`src/rtl/ledbar_pkg.sv`:
```
// Shared types for the LED level-bar driver: bar state encoding, display
// mode encoding and the level-to-state mapping used by the top.
package ledbar_pkg;

  typedef enum logic [1:0] {
    EMPTY = 2'd0,
    BAR   = 2'd1,
    FULL  = 2'd2
  } state_e;

  typedef enum logic {
    MODE_BAR = 1'b0,
    MODE_DOT = 1'b1
  } mode_e;

  // A level is EMPTY at zero, FULL at (or beyond) the LED count, BAR in between.
  function automatic state_e level_state(input int lvl, input int n_led);
    state_e s;
    if (lvl == 0)
      s = EMPTY;
    else if (lvl >= n_led)
      s = FULL;
    else
      s = BAR;
    return s;
  endfunction

endpackage

```
`src/rtl/led_level_bar_if.sv`:
```
// Level/mode request bus into the LED bar driver and the bar outputs back.
// master = level-producing logic, slave = the bar driver.
interface led_level_bar_if #(
  parameter int N_LED = 13
);
  localparam int LW = $clog2(N_LED + 1);

  logic [LW-1:0]    LEVEL;
  logic             LEVEL_VLD;
  logic             MODE;
  logic [N_LED-1:0] LED;
  logic             FULL;

  modport master (
    output LEVEL,
    output LEVEL_VLD,
    output MODE,
    input  LED,
    input  FULL
  );

  modport slave (
    input  LEVEL,
    input  LEVEL_VLD,
    input  MODE,
    output LED,
    output FULL
  );

endinterface

```
`src/rtl/blink_tick.sv`:
```
// Blink timebase: counts HALF_PERIOD cycles per phase and toggles the phase
// on every wrap. restart (counter 0, phase 1) wins over run; when neither is
// asserted the unit sits idle with counter and phase at 0.
module blink_tick #(
  parameter int HALF_PERIOD = 50_000_000
) (
  input  logic CLOCK,
  input  logic RESET_N,
  input  logic run,
  input  logic restart,
  output logic phase
);

  localparam int CW = $clog2(HALF_PERIOD);

  logic [CW-1:0] cnt_q;
  logic          tick;

  assign tick = (cnt_q == CW'(HALF_PERIOD - 1));

  // Counter and phase: restart first, then free-run with wrap, else idle at 0.
  always_ff @(posedge CLOCK or negedge RESET_N) begin
    if (!RESET_N) begin
      cnt_q <= '0;
      phase <= 1'b0;
    end else if (restart) begin
      cnt_q <= '0;
      phase <= 1'b1;
    end else if (run) begin
      if (tick) begin
        cnt_q <= '0;
        phase <= ~phase;
      end else begin
        cnt_q <= cnt_q + CW'(1);
      end
    end else begin
      cnt_q <= '0;
      phase <= 1'b0;
    end
  end

endmodule

```
`src/rtl/led_level_bar.sv`:
```
// LED level-bar driver: latches a saturated fill level, tracks EMPTY/BAR/FULL,
// and drives an N_LED bar as a thermometer or a single dot. The top LED blinks
// while FULL, with the blink restarting on each entry to FULL.
// Optional: define LEDBAR_EMPTY_BLINK_EN to blink LED[0] while EMPTY.
module led_level_bar
  import ledbar_pkg::*;
#(
  parameter int N_LED       = 13,
  parameter int HALF_PERIOD = 50_000_000
) (
  input  logic CLOCK,
  input  logic RESET_N,
  led_level_bar_if.slave bus
);

  localparam int LW = $clog2(N_LED + 1);

  logic [LW-1:0]    level_q;
  logic [LW-1:0]    level_sat;
  logic [LW-1:0]    level_d;
  state_e           state_q;
  state_e           state_d;
  logic             full_q;
  logic             blink_run;
  logic             blink_restart;
  logic             phase;
  logic [N_LED-1:0] led_d;
  logic [N_LED-1:0] led_q;

  // Next level/state and blink control; state follows the value being latched.
  always_comb begin
    level_sat     = (bus.LEVEL > LW'(N_LED)) ? LW'(N_LED) : bus.LEVEL;
    level_d       = level_q;
    blink_run     = 1'b0;
    blink_restart = 1'b0;
    if (bus.LEVEL_VLD)
      level_d = level_sat;
    state_d = level_state(int'(level_d), N_LED);
    if (state_d == FULL) begin
      if (state_q != FULL)
        blink_restart = 1'b1;
      else
        blink_run = 1'b1;
    end
`ifdef LEDBAR_EMPTY_BLINK_EN
    if (state_d == EMPTY) begin
      if (state_q != EMPTY)
        blink_restart = 1'b1;
      else
        blink_run = 1'b1;
    end
`endif
  end

  // Level latch, state register and registered FULL flag.
  always_ff @(posedge CLOCK or negedge RESET_N) begin
    if (!RESET_N) begin
      level_q <= '0;
      state_q <= EMPTY;
      full_q  <= 1'b0;
    end else begin
      level_q <= level_d;
      state_q <= state_d;
      full_q  <= (state_d == FULL);
    end
  end

  blink_tick #(
    .HALF_PERIOD(HALF_PERIOD)
  ) u_blink (
    .CLOCK  (CLOCK),
    .RESET_N(RESET_N),
    .run    (blink_run),
    .restart(blink_restart),
    .phase  (phase)
  );

  // Bar pattern from the latched level, current mode and blink phase.
  always_comb begin
    led_d = '0;
    case (state_q)
      BAR: begin
        for (int i = 0; i < N_LED; i++) begin
          if (bus.MODE == MODE_DOT)
            led_d[i] = (i == int'(level_q) - 1);
          else
            led_d[i] = (i < int'(level_q));
        end
      end
      FULL: begin
        led_d            = (bus.MODE == MODE_DOT) ? '0 : '1;
        led_d[N_LED-1]   = phase;
      end
      EMPTY: begin
`ifdef LEDBAR_EMPTY_BLINK_EN
        led_d[0] = phase;
`else
        led_d = '0;
`endif
      end
      default: led_d = '0;
    endcase
  end

  // LED output register.
  always_ff @(posedge CLOCK or negedge RESET_N) begin
    if (!RESET_N)
      led_q <= '0;
    else
      led_q <= led_d;
  end

  assign bus.LED  = led_q;
  assign bus.FULL = full_q;

endmodule

```
`src/flat_wrapper.sv`:
```
// flat-port wrapper written by rule: the top's interface ports become plain ports
module led_level_bar_flat import ledbar_pkg::*;
#(
  parameter int N_LED       = 13,
  parameter int HALF_PERIOD = 50_000_000
)
  (CLOCK, RESET_N, bus_LEVEL, bus_LEVEL_VLD, bus_MODE, bus_LED, bus_FULL);
  led_level_bar_if #(.N_LED(N_LED)) bus_i ();
  input  logic CLOCK;
  input  logic RESET_N;
  input wire logic [$bits(bus_i.LEVEL)-1:0] bus_LEVEL;
  input wire logic [$bits(bus_i.LEVEL_VLD)-1:0] bus_LEVEL_VLD;
  input wire logic [$bits(bus_i.MODE)-1:0] bus_MODE;
  output wire logic [$bits(bus_i.LED)-1:0] bus_LED;
  output wire logic [$bits(bus_i.FULL)-1:0] bus_FULL;
  assign bus_i.LEVEL = bus_LEVEL;
  assign bus_i.LEVEL_VLD = bus_LEVEL_VLD;
  assign bus_i.MODE = bus_MODE;
  assign bus_LED = bus_i.LED;
  assign bus_FULL = bus_i.FULL;
  led_level_bar #(.N_LED(N_LED), .HALF_PERIOD(HALF_PERIOD)) u_core (.CLOCK(CLOCK), .RESET_N(RESET_N), .bus(bus_i));
endmodule
```
`config.mk`:
```
export PLATFORM = sky130hd
export DESIGN_NAME = led_level_bar_flat
export DESIGN_NICKNAME = d
export VERILOG_FILES = /design/src/rtl/ledbar_pkg.sv /design/src/rtl/led_level_bar_if.sv /design/src/rtl/blink_tick.sv /design/src/rtl/led_level_bar.sv /design/src/flat_wrapper.sv
export SDC_FILE = /design/constraint.sdc
export NUM_CORES = 1
export LEC_CHECK = 0
export CORE_MARGIN = 2
export CORE_UTILIZATION = 50
export DETAILED_ROUTE_END_ITERATION = 10
export GPL_TIMING_DRIVEN = 0
export MAX_ROUTING_LAYER = met4
export PLACE_DENSITY_LB_ADDON = 0.08
export SETUP_SLACK_MARGIN = 0.02
export SYNTH_ARGS = -nofsm -noshare
export SYNTH_HDL_FRONTEND = slang
export SYNTH_HIERARCHICAL = 1
export SYNTH_SLANG_ARGS = --single-unit
```
`constraint.sdc`:
```
create_clock -name CLOCK -period 5.2 [get_ports CLOCK]
set_input_delay 1.04 -clock CLOCK [delete_from_list [all_inputs] [get_ports CLOCK]]
set_output_delay 1.04 -clock CLOCK [all_outputs]
set_load 0.05 [all_outputs]
```
==> results_dict.tcl <==
set metrics [dict create \
    worstHoldStart "u_core/u_blink/cnt_q[0]" \
    rsz0062_at_grt "no" \
    worstSetupStartpointType "input port" \
    drcViolationCount 0 \
    cts.path.max_buffers 2 \
    dp_hpwl_microns 3420 \
    yosysSeqAreaShare_pct 49.0 \
    groute.usage.overall_pct 20.6 \
    avgSynthCellArea_sq_um 9.68 \
    crit_path_end_kind "flip-flop" \
    io_pins 22 \
    switching_power_mw 0.229 \
    crit_path_max_fanout 10 \
    die_area_sq_um 5370 \
    rows 25 \
    antenna_found_initial 0 \
    grt_pass1_wl_microns 8310 \
    dieHeight_microns 73.3 \
    root_buffer "clkbuf_8" \
    hold_viol_final 0 \
    synth_area_sq_um 2400 \
    synth_warnings 6 \
    cp-startpoint "bus_LEVEL[1]" \
    cts_resized 0 \
    place_congestion 0.837 \
    post_cts.repair.setup_buffers 0 \
    drive_above_1_share_pct 9.82 \
    synthFlopType "dfrtp_1" \
    post-place-ws_ns 1.99 \
    cts_buffers 5 \
    outcome "finished clean" \
    cp.required_ns 5.42 \
    synthCells 248 \
    worst_pin_slew_ns 0.507 \
    ys_top_cells_by_area "dfrtp_1, nor2_1, xnor2_1" \
    synth_nets 259 \
    drt-pass1-iter-count 6 \
    clkPwrFrac_pct 25.9 \
    yosys.area.top_type "dfrtp_1" \
    synth_top_area_share_pct 49.0 \
    die_w_microns 73.3 \
    layout_setup_ws_ns 2.32 \
    cts.sinks 47 \
    hold_buffers 0 \
    pwr-share-seq_pct 51.7 \
    initial_core_util_pct 51.5 \
    core_area_sq_um 4660 \
    grt-ovfl-total 0 \
    min_path_type "flip-flop to flip-flop" \
    maxSlewHeadroom_pct 66.1 \
    io_buffers 20 \
    synth-seq-cells 47 \
    wl_microns 4710 \
    grt_pass1_vias 1862 \
    finalPower_mw 0.763 \
    via_count 1926 \
    cts_max_level 2 \
    skew_ns 0.00757 \
    setup_viol 0 \
    reg2reg_from "u_core/u_blink/cnt_q[0]" \
    drt_iter0_markers 103 \
    reg2reg_slack_ns 2.96 \
    cts_tree "done" \
    internal_power_mw 0.533 \
    yosysUniqueCellTypes 50 \
    antenna_cells 0 \
    combPwrFrac_pct 22.5 \
    power_density_nw_per_um2 277 \
    ir_drop_uv 193 \
    path_class "input port to flip-flop" \
    async_flop_share_pct 100 \
    area_growth_pct 14.8 \
    grt_start_max_net_pins 35 \
    fin_tns_setup_ns 0 \
    layout_min_cycle_time_ns 2.88 \
    finalNetCount 287 \
    synth-edff-count 0 \
    period_share_pct 55.5 \
    final-max-slew-violation-count 0 \
    cellLeakagePower_nw 1.07 \
    drt-wirelength-per-cell_microns 14.3 \
    synthTopCellsByCount "dfrtp_1, nor2_1, a21oi_1" \
    drv_cap 0 \
    clk_pin_slew_ns 0.08 \
    viasPerCell 5.85 \
    p_sw_share_pct 30.1 \
    max_freq_mhz 347 \
    ant_nets 0 \
    clk_latency_ns 0.29 \
    yosysMostFrequentCell "dfrtp_1" \
    cp.arrival_ns 3.11 \
]
registers in the layout, summed over array words and instances, names as in the netlist:
| signal | count |
|---|---|
| u_core/u_blink/phase | 1 |
| u_core/level_q | 4 |
| u_core/state_q | 2 |
| u_core/bus.LED | 13 |
| u_core/u_blink/cnt_q | 26 |
| u_core/bus.FULL | 1 |
layout by cell type, fill, tap and decap left out, types with 7 or more instances in the layout:
| master | n |
|---|---|
| nand3_1 | 10 |
| inv_1 | 11 |
| nand2_1 | 13 |
| o21ai_0 | 14 |
| or3_1 | 9 |
| a21oi_1 | 18 |
| dfrtp_1 | 47 |
| buf_2 | 7 |
| clkdlybuf4s50_1 | 19 |
| nand4_1 | 7 |
| nor4_1 | 7 |
| nor2_1 | 26 |
| xnor2_1 | 11 |
final cells by class:
cell class	count	area, sq um
inverter	11	41.3
tap	54	67.6
fill	412	1900
clock buffer	6	72.6
sequential	47	1180
timing repair buffer	21	215
multi-input combinational	179	1120
buffer	11	60.1
worst paths after layout:
| path | cells after the start | endpoint |
|---|---|---|
| max reg2reg | 6 | u_core/u_blink/cnt_q[24] |
| min reg2reg | 1 | u_core/u_blink/cnt_q[0] |
| max | 8 | u_core/u_blink/cnt_q[21] |
| min | 1 | u_core/u_blink/cnt_q[0] |
| min in group asynchronous | 1 | u_core/u_blink/cnt_q[22] |
| max in group asynchronous | 2 | u_core/bus.LED[9] |
metal layers:
metal  GRT usage [%]  routed length (microns)
met1            25.5                     2120
met2            32.6                     2330
met3            4.80                      163
met4            8.48                      100
met5               -                        0
per-stage QoR:
step / cells / hold WS (ns) / instance area, sq um / utilization (%)
2_1_floorplan: 248 / 0.455 / 2400 / -
3_3_place_gp: 322 / 0.476 / 2670 / 57.3
3_5_place_dp: 323 / 0.476 / 2680 / 57.6
4_1_cts: 329 / 0.486 / 2760 / 59.1
5_1_grt: 329 / 0.498 / 2760 / 59.1
6_report: 329 / 0.479 / 2760 / 59.1
worst max-delay path: stages:
cell and delay, ns:
clkdlybuf4s50_1 0.43, or3b_1 0.40, and4_4 0.23, nor2b_1 0.14, nand2b_1 0.20, a41o_1 0.30
buf_2 0.23, a21oi_1 0.14
power groups by stage:
stage                     Sequential, mW  Combinational (mW)  Clock (mW)
after CTS                          0.395               0.172       0.208
after global routing               0.397               0.185       0.220
final                              0.394               0.171       0.197
after detailed placement           0.402               0.172           0
after floorplan                    0.455              0.0574           0
after global placement             0.402               0.170           0
kinds of logic after synthesis:
logic type / after synthesis / share of synthesized area (%)
AO/OA/AOI/OAI: 53 / 13.7
XOR/XNOR: 13 / 4.74
adder cells (fa/ha/maj): 3 / 1.56
buffers and inverters: 22 / 4.22
flip-flops: 47 / 49.0
multiplexers: 3 / 1.35
AND/OR/NAND/NOR: 107 / 25.5
Power figures use the tool's default switching activity.
